==> src/rtl/control_juego.sv <==
// ============================================================================
// control_juego
// ----------------------------------------------------------------------------
// Top-level game sequencer for HEROE.  Owns the game state register
// (OFF/WLCM/CH/GAME/WL/PA) that the collision and obstacle blocks consume as
// `presente`, advances `mundo` as obstacle steps are survived, and turns the
// collision verdict into lives, bonus score and the final result.
//
// Ports
//   clk, rst_n    clock, asynchronous active-low reset
//   btn_start     start / skip / replay / quit pulse
//   btn_pausa     pause toggle pulse
//   btn_sel       character-cycle pulse (CH screen only)
//   tick_seg      one pulse per second (screen timers)
//   tick_obs      one pulse per obstacle step
//   W_or_L        collision verdict level: 00 none, 01 lose, 10 win
//   bono_tomado   bonus level from the collision block
//   presente      current state (also the debug view of the FSM)
//   mundo         current world 0..3
//   personaje     selected character
//   vidas         remaining lives
//   puntaje       saturating bonus score
//   obs_en        obstacle scroll enable (high only in GAME)
//   gracia_act    post-hit immunity window active
//   resultado     latched outcome: 00 none, 01 lost, 10 won
//
// Interface semantics: there is no valid/ready handshake here.  Every btn_*
// and tick_* input is a single-cycle pulse that is acted on in the cycle it is
// high; W_or_L and bono_tomado are levels and only their changes (against a
// registered copy of the previous cycle) are acted on.  Every output is a flop,
// so a reaction is visible the cycle after the qualifying input.
// ============================================================================
module control_juego #(
    parameter int WLCM_SEG    = 3,
    parameter int WL_SEG      = 5,
    parameter int PASOS_MUNDO = 16,
    parameter int VIDAS_INI   = 3,
    parameter int GRACIA      = 4,
    parameter int NUM_PERS    = 4
) (
    input  logic       clk,
    input  logic       rst_n,
    input  logic       btn_start,
    input  logic       btn_pausa,
    input  logic       btn_sel,
    input  logic       tick_seg,
    input  logic       tick_obs,
    input  logic [1:0] W_or_L,
    input  logic       bono_tomado,
    output logic [2:0] presente,
    output logic [1:0] mundo,
    output logic [1:0] personaje,
    output logic [1:0] vidas,
    output logic [7:0] puntaje,
    output logic       obs_en,
    output logic       gracia_act,
    output logic [1:0] resultado
);

    typedef enum logic [2:0] {
        OFF  = 3'd0,
        WLCM = 3'd1,
        CH   = 3'd2,
        GAME = 3'd3,
        WL   = 3'd4,
        PA   = 3'd5
    } estado_t;

    localparam logic [3:0] PASO_ULT   = 4'(PASOS_MUNDO - 1);
    localparam logic [2:0] WLCM_ULT   = 3'(WLCM_SEG - 1);
    localparam logic [2:0] WL_ULT     = 3'(WL_SEG - 1);
    localparam logic [2:0] GRACIA_INI = 3'(GRACIA);
    localparam logic [1:0] VIDAS_CARGA = 2'(VIDAS_INI);
    localparam logic [1:0] PERS_ULT   = 2'(NUM_PERS - 1);

    localparam logic [1:0] WL_NADA = 2'b00;
    localparam logic [1:0] WL_PIER = 2'b01;
    localparam logic [1:0] WL_GANA = 2'b10;

    estado_t    state_q,      state_d;
    logic [1:0] mundo_q,      mundo_d;
    logic [1:0] personaje_q,  personaje_d;
    logic [1:0] vidas_q,      vidas_d;
    logic [7:0] puntaje_q,    puntaje_d;
    logic [1:0] resultado_q,  resultado_d;
    logic [3:0] pasos_q,      pasos_d;
    logic [2:0] gracia_q,     gracia_d;
    logic [2:0] seg_q,        seg_d;
    logic [1:0] wl_prev_q,    wl_prev_d;
    logic       bono_prev_q,  bono_prev_d;
    logic       obs_en_q,     obs_en_d;
    logic       gracia_act_q, gracia_act_d;

    logic gana_sube;
    logic pierde_sube;
    logic bono_sube;

    assign gana_sube   = (W_or_L == WL_GANA) && (wl_prev_q != WL_GANA);
    assign pierde_sube = (W_or_L == WL_PIER) && (wl_prev_q != WL_PIER);
    assign bono_sube   = bono_tomado && !bono_prev_q;

    always_comb begin
        state_d     = state_q;
        mundo_d     = mundo_q;
        personaje_d = personaje_q;
        vidas_d     = vidas_q;
        puntaje_d   = puntaje_q;
        resultado_d = resultado_q;
        pasos_d     = pasos_q;
        gracia_d    = gracia_q;
        seg_d       = seg_q;
        // Edge registers sample in every state so a verdict that was already
        // present before re-entering GAME never looks like a fresh edge.
        wl_prev_d   = W_or_L;
        bono_prev_d = bono_tomado;

        case (state_q)
            OFF: begin
                if (btn_start) begin
                    state_d = WLCM;
                end
            end

            WLCM: begin
                if (btn_start) begin
                    state_d = CH;
                end else if (tick_seg) begin
                    if (seg_q == WLCM_ULT) begin
                        state_d = CH;
                    end else begin
                        seg_d = seg_q + 3'd1;
                    end
                end
            end

            CH: begin
                if (btn_sel) begin
                    personaje_d = (personaje_q == PERS_ULT) ? 2'd0 : personaje_q + 2'd1;
                end
                if (btn_start) begin
                    state_d     = GAME;
                    mundo_d     = 2'd0;
                    vidas_d     = VIDAS_CARGA;
                    puntaje_d   = 8'd0;
                    pasos_d     = 4'd0;
                    resultado_d = WL_NADA;
                    gracia_d    = 3'd0;
                end
            end

            GAME: begin
                // Priority: win > lose > pause > step advance / bonus.
                if (gana_sube) begin
                    resultado_d = WL_GANA;
                    state_d     = WL;
                end else if (pierde_sube && !gracia_act_q) begin
                    if (vidas_q == 2'd1) begin
                        vidas_d     = 2'd0;
                        resultado_d = WL_PIER;
                        state_d     = WL;
                    end else begin
                        vidas_d  = vidas_q - 2'd1;
                        pasos_d  = 4'd0;
                        gracia_d = GRACIA_INI;
                    end
                end else if (btn_pausa) begin
                    state_d = PA;
                end else begin
                    if (tick_obs) begin
                        if (pasos_q == PASO_ULT) begin
                            pasos_d = 4'd0;
                            if (mundo_q != 2'd3) begin
                                mundo_d = mundo_q + 2'd1;
                            end
                        end else begin
                            pasos_d = pasos_q + 4'd1;
                        end
                        if (gracia_q != 3'd0) begin
                            gracia_d = gracia_q - 3'd1;
                        end
                    end
                    if (bono_sube && (puntaje_q != 8'hFF)) begin
                        puntaje_d = puntaje_q + 8'd1;
                    end
                end
            end

            PA: begin
                // Everything is frozen; only the two buttons matter, and the
                // pause toggle wins over quit when both arrive together.
                if (btn_pausa) begin
                    state_d = GAME;
                end else if (btn_start) begin
                    state_d = OFF;
                end
            end

            WL: begin
                if (btn_start) begin
                    state_d = CH;
                end else if (tick_seg) begin
                    if (seg_q == WL_ULT) begin
                        state_d = OFF;
                    end else begin
                        seg_d = seg_q + 3'd1;
                    end
                end
            end

            default: begin
                state_d = OFF;
            end
        endcase

        // The screen timer restarts on every state entry.
        if (state_d != state_q) begin
            seg_d = 3'd0;
        end

        obs_en_d     = (state_d == GAME);
        gracia_act_d = (gracia_d != 3'd0);
    end

    always_ff @(posedge clk or negedge rst_n) begin
        if (!rst_n) begin
            state_q      <= OFF;
            mundo_q      <= 2'd0;
            personaje_q  <= 2'd0;
            vidas_q      <= 2'd0;
            puntaje_q    <= 8'd0;
            resultado_q  <= WL_NADA;
            pasos_q      <= 4'd0;
            gracia_q     <= 3'd0;
            seg_q        <= 3'd0;
            wl_prev_q    <= 2'd0;
            bono_prev_q  <= 1'b0;
            obs_en_q     <= 1'b0;
            gracia_act_q <= 1'b0;
        end else begin
            state_q      <= state_d;
            mundo_q      <= mundo_d;
            personaje_q  <= personaje_d;
            vidas_q      <= vidas_d;
            puntaje_q    <= puntaje_d;
            resultado_q  <= resultado_d;
            pasos_q      <= pasos_d;
            gracia_q     <= gracia_d;
            seg_q        <= seg_d;
            wl_prev_q    <= wl_prev_d;
            bono_prev_q  <= bono_prev_d;
            obs_en_q     <= obs_en_d;
            gracia_act_q <= gracia_act_d;
        end
    end

    assign presente   = state_q;
    assign mundo      = mundo_q;
    assign personaje  = personaje_q;
    assign vidas      = vidas_q;
    assign puntaje    = puntaje_q;
    assign obs_en     = obs_en_q;
    assign gracia_act = gracia_act_q;
    assign resultado  = resultado_q;

endmodule
==> config.mk <==
export PLATFORM = sky130hd
export DESIGN_NAME = control_juego
export DESIGN_NICKNAME = d
export VERILOG_FILES = /design/src/rtl/control_juego.sv
export SDC_FILE = /design/constraint.sdc
export NUM_CORES = 1
export LEC_CHECK = 0
export CAP_MARGIN = 10
export CORE_ASPECT_RATIO = 1.1
export CORE_MARGIN = 3
export CORE_UTILIZATION = 55
export CTS_CLUSTER_SIZE = 40
export DETAILED_ROUTE_END_ITERATION = 12
export PLACE_DENSITY = 0.85
export SYNTH_ARGS = -nofsm -noshare
export SYNTH_HDL_FRONTEND = slang
export SYNTH_SLANG_ARGS = --single-unit
==> constraint.sdc <==
create_clock -name clk -period 4.01 [get_ports clk]
set_input_delay 0.401 -clock clk [delete_from_list [all_inputs] [get_ports clk]]
set_output_delay 0.401 -clock clk [all_outputs]
set_load 0.005 [all_outputs]
Word-level counts from Yosys, hierarchy flattened --
Index checks and enable logic that the tools add are counted.
Cells by class: add/subtract/negate cells 7, mux-type cells 63, equal/unequal tests 38, reduce and logical (&&, ||, !) cells 19
Operator list (count):
- $mux 3 | 28
- $mux 8 | 5
- $ne 3x3->1 const B | 11
- $mux 2 | 15
- $mux 4 | 7
- $ne 2x2->1 const B | 11
- $pmux 3 s6 | 1
- $pmux 8 s2 | 1
- $eq 3x2->1 const B | 4
- $pmux 2 s2 | 3
- $pmux 3 s2 | 2
- $reduce_and 6->1 | 2
- $eq 3x3->1 const B | 3
- $reduce_bool 3->1 | 3
- $add 8x1->8 const B | 1
- $ne 8x8->1 const B | 1
- $pmux 4 s2 | 1
- $reduce_and 4->1 | 2
- $reduce_and 8->1 | 1
- $reduce_and 7->1 | 1
- $logic_and 1x1->1 | 5
- $add 2x1->2 const B | 2
- $add 4x1->4 const B | 1
- $eq 2x1->1 const B | 2
- 12 further kinds | 14
Storage, ports and cells: output and inout bits 21, register bits after elaboration 34, logic and storage cells 140

Depth between registers and ports, before layout --
depth after elaboration 9, depth in mapped cells 7

Least setup slack after synthesis --
No wires, ideal clock.
path kind input to register, from input port W_or_L[1], to register mundo_q[0] (netlist: mundo[0]), cell stages on the path 7, setup time 125 ps, setup slack 2153 ps, data arrival time 1732 ps, required time 3885 ps, cells stage by stage nand2b_1 > or3_1 > buf_6 > a41oi_4 > buf_6 > a21o_4 > mux2_4
On the way: longest elaborated chain between the ends 5, elaborated cells on any way between the ends 8
RTL lines:
- from (decl) | RTL line 48 | input logic [1:0] W_or_L,
- $eq 2x1->1 | RTL line 99 | assign pierde_sube = (W_or_L == WL_PIER) && (wl_prev_q != WL_PIER);
- $logic_and 1x1->1 | RTL line 99
- $logic_and 1x1->1 | RTL line 156 | end else if (pierde_sube && !gracia_act_q) begin
- $ne 2x2->1 (no line)
- $reduce_and 8->1 (no line) *
- to (signal assigned) | RTL line 241 | mundo_q <= mundo_d;
- to (decl) | RTL line 81 | logic [1:0] mundo_q, mundo_d;
Mark *: on every way between the ends. The rest lies on a longest branch, timed or not. A chain may end at the register's enable or synchronous reset.

Final worst setup path --
from register state_q[0] (netlist: presente[0]), to register puntaje_q[1] (netlist: puntaje[1])
On the way: longest elaborated chain between the ends 3, elaborated cells on any way between the ends 10
RTL lines:
- from (decl) | RTL line 80 | estado_t state_q, state_d;
- from (signal assigned) | RTL line 240 | state_q <= state_d;
- $eq 3x2->1 | RTL line 117 | case (state_q)
- $ne 2x2->1 (no line) or $reduce_bool 2->1 (tied branches)
- $reduce_and 6->1 (no line)
- to (signal assigned) | RTL line 244 | puntaje_q <= puntaje_d;
- to (decl) | RTL line 84 | logic [7:0] puntaje_q, puntaje_d;
Several ways; a longest one is shown, not always the timed one.

==> flow_summary.json <==
{
  "die_area_mm2": 0.004608,
  "drc": 0,
  "synth_most_common_cell": "dfrtp_1",
  "antenna_found_initial": 0,
  "crit_chain": "nand3b_1, nor2_1, or2_1, o21ai_1",
  "layout-drive-gt1-share_pct": 7.782,
  "path_class": "flip-flop to flip-flop",
  "cts_root_buf": "clkbuf_4",
  "vias_per_cell": 5.977,
  "p_per_area_mw_per_mm2": 566.2,
  "ys_async_sr_fraction_pct": 100.0,
  "r2r_start": "presente[0]$_DFF_PN0_",
  "slowest_delay_ns": 0.69,
  "clk_latency_ns": 0.34,
  "path_max_fanout": 17,
  "setup_tns_ns": 0,
  "cts-htree-levels": 2,
  "gr-total-overflow": 0,
  "whs_ns": 0.4461,
  "groute.usage.overall_pct": 21.93,
  "ys_top_cells_by_count": "dfrtp_1, nand2_1, a21oi_1, nor2_1, inv_1",
  "n_antenna_cell": 0,
  "worst_pin_slew_ns": 0.6972,
  "synth_nets": 244,
  "dp_hpwl_mm": 3.419,
  "place_ws_ns": 1.471,
  "wl_per_cell_um": 15.13,
  "die_h_um": 70.90,
  "slew_violations": 0,
  "start_kind": "flip-flop",
  "critPathLaunch": "presente[0]$_DFF_PN0_",
  "cts_resized": 0,
  "start_util_pct": 60.24,
  "io_buffers": 30,
  "rsz0062_at_grt": "no",
  "finalCritPeriodShare_pct": 57.02,
  "ant_nets": 0,
  "syn_inst": 224,
  "via_count": 1823,
  "power_frac_seq_pct": 37.8,
  "fin_ws_ns": 1.723,
  "placedInstanceArea_mm2": 0.002427,
  "rr_endpoint": "puntaje[1]$_DFFE_PN0P_",
  "fin_nets": 276,
  "fp.dieW_um": 65.00,
  "reg2reg_depth": 4,
  "cp.arrival_ns": 2.52,
  "synth_top_area_share_pct": 40.40,
  "ys.warnings.count": 0,
  "instances_no_fill": 305,
  "design_area_mm2": 0.002506,
  "clkTransAtPathRegs_ns": 0.10,
  "synth_edf_count": 0,
  "fmax_mhz": 437.3,
  "placedCellCount": 297,
  "cts_buffers": 5,
  "rows": 22,
  "cts_hold_buf": 0,
  "syn_area_mm2": 0.002106,
  "cp.depth": 4,
  "p_leak_nw": 1.058,
  "utilization_pct": 71.69,
  "p_int_uw": 862.6,
  "cts_max_path_buffers": 2,
  "hold_class": "primary input to async pin",
  "setup_viol": 0,
  "drt_pre_antenna_iters": 4,
  "yosysTopAreaCell": "dfrtp_1",
  "grt_pass1_vias": 1719,
  "pwr-share-clk_pct": 16.7,
  "power.switching_uw": 556.4,
  "drt_iter0_drc": 117,
  "syn2layout_area_growth_pct": 19.01,
  "post_cts.repair.setup_buffers": 0,
  "status": "completed",
  "core_region_area_mm2": 0.003496,
  "crit_end": "puntaje[1]$_DFFE_PN0P_",
  "hold_viol": 0,
  "routed_wl_mm": 4.614,
  "p_comb_share_pct": 45.5,
  "endpoint_kind": "flip-flop",
  "yosysUniqueCellTypes": 55,
  "routabilityCongestion": 0.8345,
  "drv_cap": 0,
  "yosysSeqAreaShare_pct": 40.40,
  "syn_area_per_cell_um2": 9.401,
  "total_power_mw": 1.419,
  "p_sw_share_pct": 39.21,
  "peakVddDrop_uv": 282.4,
  "clock-sinks": 34,
  "cp_data_required_time_ns": 4.24,
  "cts_tree": "built",
  "cp_slowest_cell": "nor2_1",
  "synth-main-ff-cell": "dfrtp_1",
  "rrSetupSlack_ns": 1.72,
  "relSlewSlack_pct": 53.35,
  "ioPinCount": 31,
  "synth_area_leaders": "dfrtp_1, ha_1, a21oi_1, nand2_1, nor2_1",
  "fin_worst_skew_ns": 0.005919,
  "grt_pass1_wl_mm": 7.976,
  "ys_ff_latch": 34,
  "critPathTopFamily": "simple AND/OR/NAND/NOR gates",
  "grt_max_degree": 35,
  "period_minus_slack_ns": 2.287,
  "critPathBufInv": 0
}
==> layer usage <==
metal,vias to the layer above,GRT usage (%),routed length (um)
met5,-,0,0
met4,0,8.451,92
met3,9,3.810,259
met2,64,34.43,2234
met1,854,30.12,2027
li1,896,-,-
==> registers in the layout, indices dropped and copies added (netlist names), 2 cells and up <==
signal and cells:
puntaje 8, pasos_q 4, gracia_q 3, presente 3
seg_q 3, mundo 2, personaje 2, resultado 2
vidas 2, wl_prev_q 2
==> cell type report <==
type / count / area [um2]
fill: 287 / 989.7
tap: 48 / 60.06
sequential: 34 / 850.8
timing repair buffer: 31 / 307.8
inverter: 13 / 48.80
multi-input combinational: 171 / 1160
clock buffer: 8 / 78.83
==> cells in the final DEF (no fill, tap or decap), types with 7 or more instances in the layout <==
master / synthesis / routed
a21oi_1: 17 / 17
nor2_1: 16 / 16
inv_1: 13 / 13
o21ai_0: 7 / 7
nand2_1: 21 / 21
ha_1: 10 / 10
nand3_1: 7 / 7
nand2b_1: 7 / 7
clkdlybuf4s50_1: 0 / 30
dfrtp_1: 34 / 34
o21ai_1: 7 / 7
==> how the worst min path moves through the flow <==
stage	slack, ns	depth (start not counted)	start	endpoint
after floorplan	0.11	0	rst_n	bono_prev_q$_DFF_PN0_
after global placement	0.46	1	pasos_q[3]$_DFFE_PN0P_	pasos_q[3]$_DFFE_PN0P_
after detailed placement	0.46	1	pasos_q[3]$_DFFE_PN0P_	pasos_q[3]$_DFFE_PN0P_
after CTS	0.46	2	rst_n	gracia_q[2]$_DFF_PN0_
after global routing	0.49	2	rst_n	puntaje[5]$_DFFE_PN0P_
final	0.45	2	rst_n	puntaje[6]$_DFFE_PN0P_
==> power by group through the flow <==
stage                     sequential (mW)  combinational [mW]  clock [mW]
after detailed placement            0.542               0.640           0
after global placement              0.540               0.627           0
after global routing                0.556               0.717       0.256
after CTS                           0.536               0.645       0.242
after floorplan                     0.511               0.444           0
final                               0.537               0.645       0.237
==> cells by family (layout without fill, tap and decap cells) <==
group           count (synthesis)  count (layout)  share of synthesized area [%]
compound gates                 64              64                          21.27
xor+xnor                        2               2                         0.8320
fa+ha+maj                      10              10                          5.942
buf+inv                        19              52                          4.516
flops                          34              34                          40.40
mux                             7               7                          3.981
simple gates                   88              88                          23.05
Power figures use the tool's default switching activity.
==> RTL edit, RTL diff (same flow settings) <==
Put one more register stage on the output `resultado`, cleared by the reset. The value now appears one clock later. The other outputs are not delayed to match.
--- a/src/rtl/control_juego.sv
+++ b/src/rtl/control_juego.sv
@@ -261,5 +261,11 @@
     assign obs_en     = obs_en_q;
     assign gracia_act = gracia_act_q;
-    assign resultado  = resultado_q;
+    always_ff @(posedge clk or negedge rst_n) begin
+        if (!rst_n) begin
+            resultado <= '0;
+        end else begin
+            resultado <= resultado_q;
+        end
+    end
 
 endmodule
Behaviour: not the same (Yosys sat finds a counterexample within 10 cycles, from zero or initial values and one cycle with rst_n low).
==> RTL edit against the original RTL <==
Synthesized area is 0.89% lower; highest routed layer unchanged; sequential cell count is 2 higher; global-route usage is 2.4 points lower; die area is 0.81% lower; power is 1.7% lower; hold slack worse by 0.041 ns; final area is 0.60% lower; setup slack worse by 0.038 ns; wire length is 5.7% lower; critical path depth is 1 higher.
==> RTL edit: results (changes against the original RTL) <==
stage;metric;value;unit;change
outcome;status;finished, final reports clean;;
critical_path;slowest CP cell;dfrtp_1;;
critical_path;CP Max Fanout;23;;+6
cells_and_area;post-route cell area;0.00249;mm^2;-0.60%
sta;pin slew with the least headroom to its limit;0.718;ns;+0.0211 ns
synth;Post-Synth Adder-Cell Area;6.00;%;+0.053 points
cts;Max Root-Sink Buffers;2;;unchanged
synth;Net Count, Synth;237;;-2.9%
worst_hold_path;Min-Delay Path Class;flip-flop to flip-flop;;
synth;complex-gate fraction of the synthesized area;22.5;%;+1.3 points
pwr;Peak supply drop;0.355;mV;+26%
sta;Final Skew;0.0107;ns;+0.00481 ns
placed_design;placed cell area;0.00241;mm^2;-0.52%
global_routing;largest net degree at the start of global routing;37;;+5.7%
synth;synth top area cells;dfrtp_1, ha_1, o21ai_0, a21oi_1, nand2_1;;
cells_and_area;Antenna diodes;0;;unchanged
critical_path;CP max stage delay;0.83;ns;+0.14 ns
cts;CTS resizes;0;;unchanged
global_routing;GRT Util Overall;19.5;%;-2.4 points
worst_hold_path;HP Start;resultado_q[1];;
synth;top cells by count, synth;dfrtp_1, o21ai_0, nand2_1;;
detailed_routing;vias per cell;5.89;;-1.5%
cells_and_area;share of post-route cells with drive strength above 1;7.23;%;-0.55 points
global_routing;vias in the first global route;1566;;-8.9%
synth;post-synth cell types;53;;-3.6%
detailed_routing;drt total wl;4.35;mm;-5.7%
global_routing;first-pass GRT wire length;7.06;mm;-12%
detailed_routing;Iteration-0 DRC Markers;111;;-5.1%
placed_design;global placement routability congestion;0.881;;+5.6%
synth;mux cell area share after synthesis;2.52;%;-1.5 points
cts;CTS HTree Levels;2;;unchanged
pwr;Leak;0.00106;uW;+0.43%
critical_path;Data arrival, critical path;2.55;ns;+0.03 ns
synth;Synth Area in XOR/XNOR;0.839;%;+0.0075 points
critical_path;CP top delay family;flip-flops;;
pwr;switching pwr;529;uW;-4.9%
cts;root buf cell;clkbuf_4;;
cells_and_area;nets@finish;268;;-2.9%
global_routing;initial antenna violation count;0;;unchanged
placed_design;Detailed Place HPWL;3.20;mm;-6.3%
synth;sequential-to-total area share from yosys stat;43.2;%;+2.8 points
RTL edit: logic make-up (layout without fill, tap and decap cells):
family / after synthesis / in the layout
simple gates: 79 / 79
fa+ha+maj: 10 / 10
buf+inv: 17 / 49
flops: 36 / 36
compound gates: 68 / 68
xor+xnor: 2 / 2
mux: 5 / 5
RTL edit: through the flow:
step / setup WS [ns] / total power, uW / std cells
detailed placement: 1.42 / 1150 / 289
CTS: 1.72 / 1400 / 297
finish: 1.69 / 1390 / 297
floorplan: 2.11 / 936 / 217
global route: 1.55 / 1500 / 297
global placement: 1.51 / 1130 / 289
RTL edit: final timing paths:
kind | end | slack [ns] | cells past startpoint
max | gracia_act | 1.69 | 5
min | resultado[1] | 0.41 | 0
max reg2reg | gracia_act | 1.69 | 5
min reg2reg | resultado[1] | 0.41 | 0
max in group asynchronous | seg_q[2] | 3.22 | 2
min in group asynchronous | puntaje[1] | 0.46 | 2
RTL edit: area by class of cell:
| class | count | area [um^2] |
|---|---|---|
| clock buffer | 6 | 41.3 |
| clock inverter | 2 | 35.0 |
| fill | 278 | 1000 |
| inverter | 10 | 37.5 |
| multi-input combinational | 164 | 1110 |
| sequential | 36 | 901 |
| tap | 48 | 60.1 |
| timing repair buffer | 31 | 308 |
RTL edit: per-layer routing:
layer | part of all wire, % | routed length [um] | vias up | GRT usage (%)
li1 | - | - | 871 | -
met4 | 1.2 | 51 | 0 | 6.57
met5 | 0 | 0 | - | 0
met2 | 48 | 2080 | 50 | 31.6
met1 | 45 | 1970 | 821 | 25.1
met3 | 5.9 | 256 | 6 | 5.71
RTL edit: power groups by stage:
stage	Clock, uW	Combinational [uW]	Sequential (uW)
floorplan	0	418	517
global placement	0	572	559
detailed placement	0	591	560
CTS	255	593	552
global route	273	659	570
finish	248	592	554
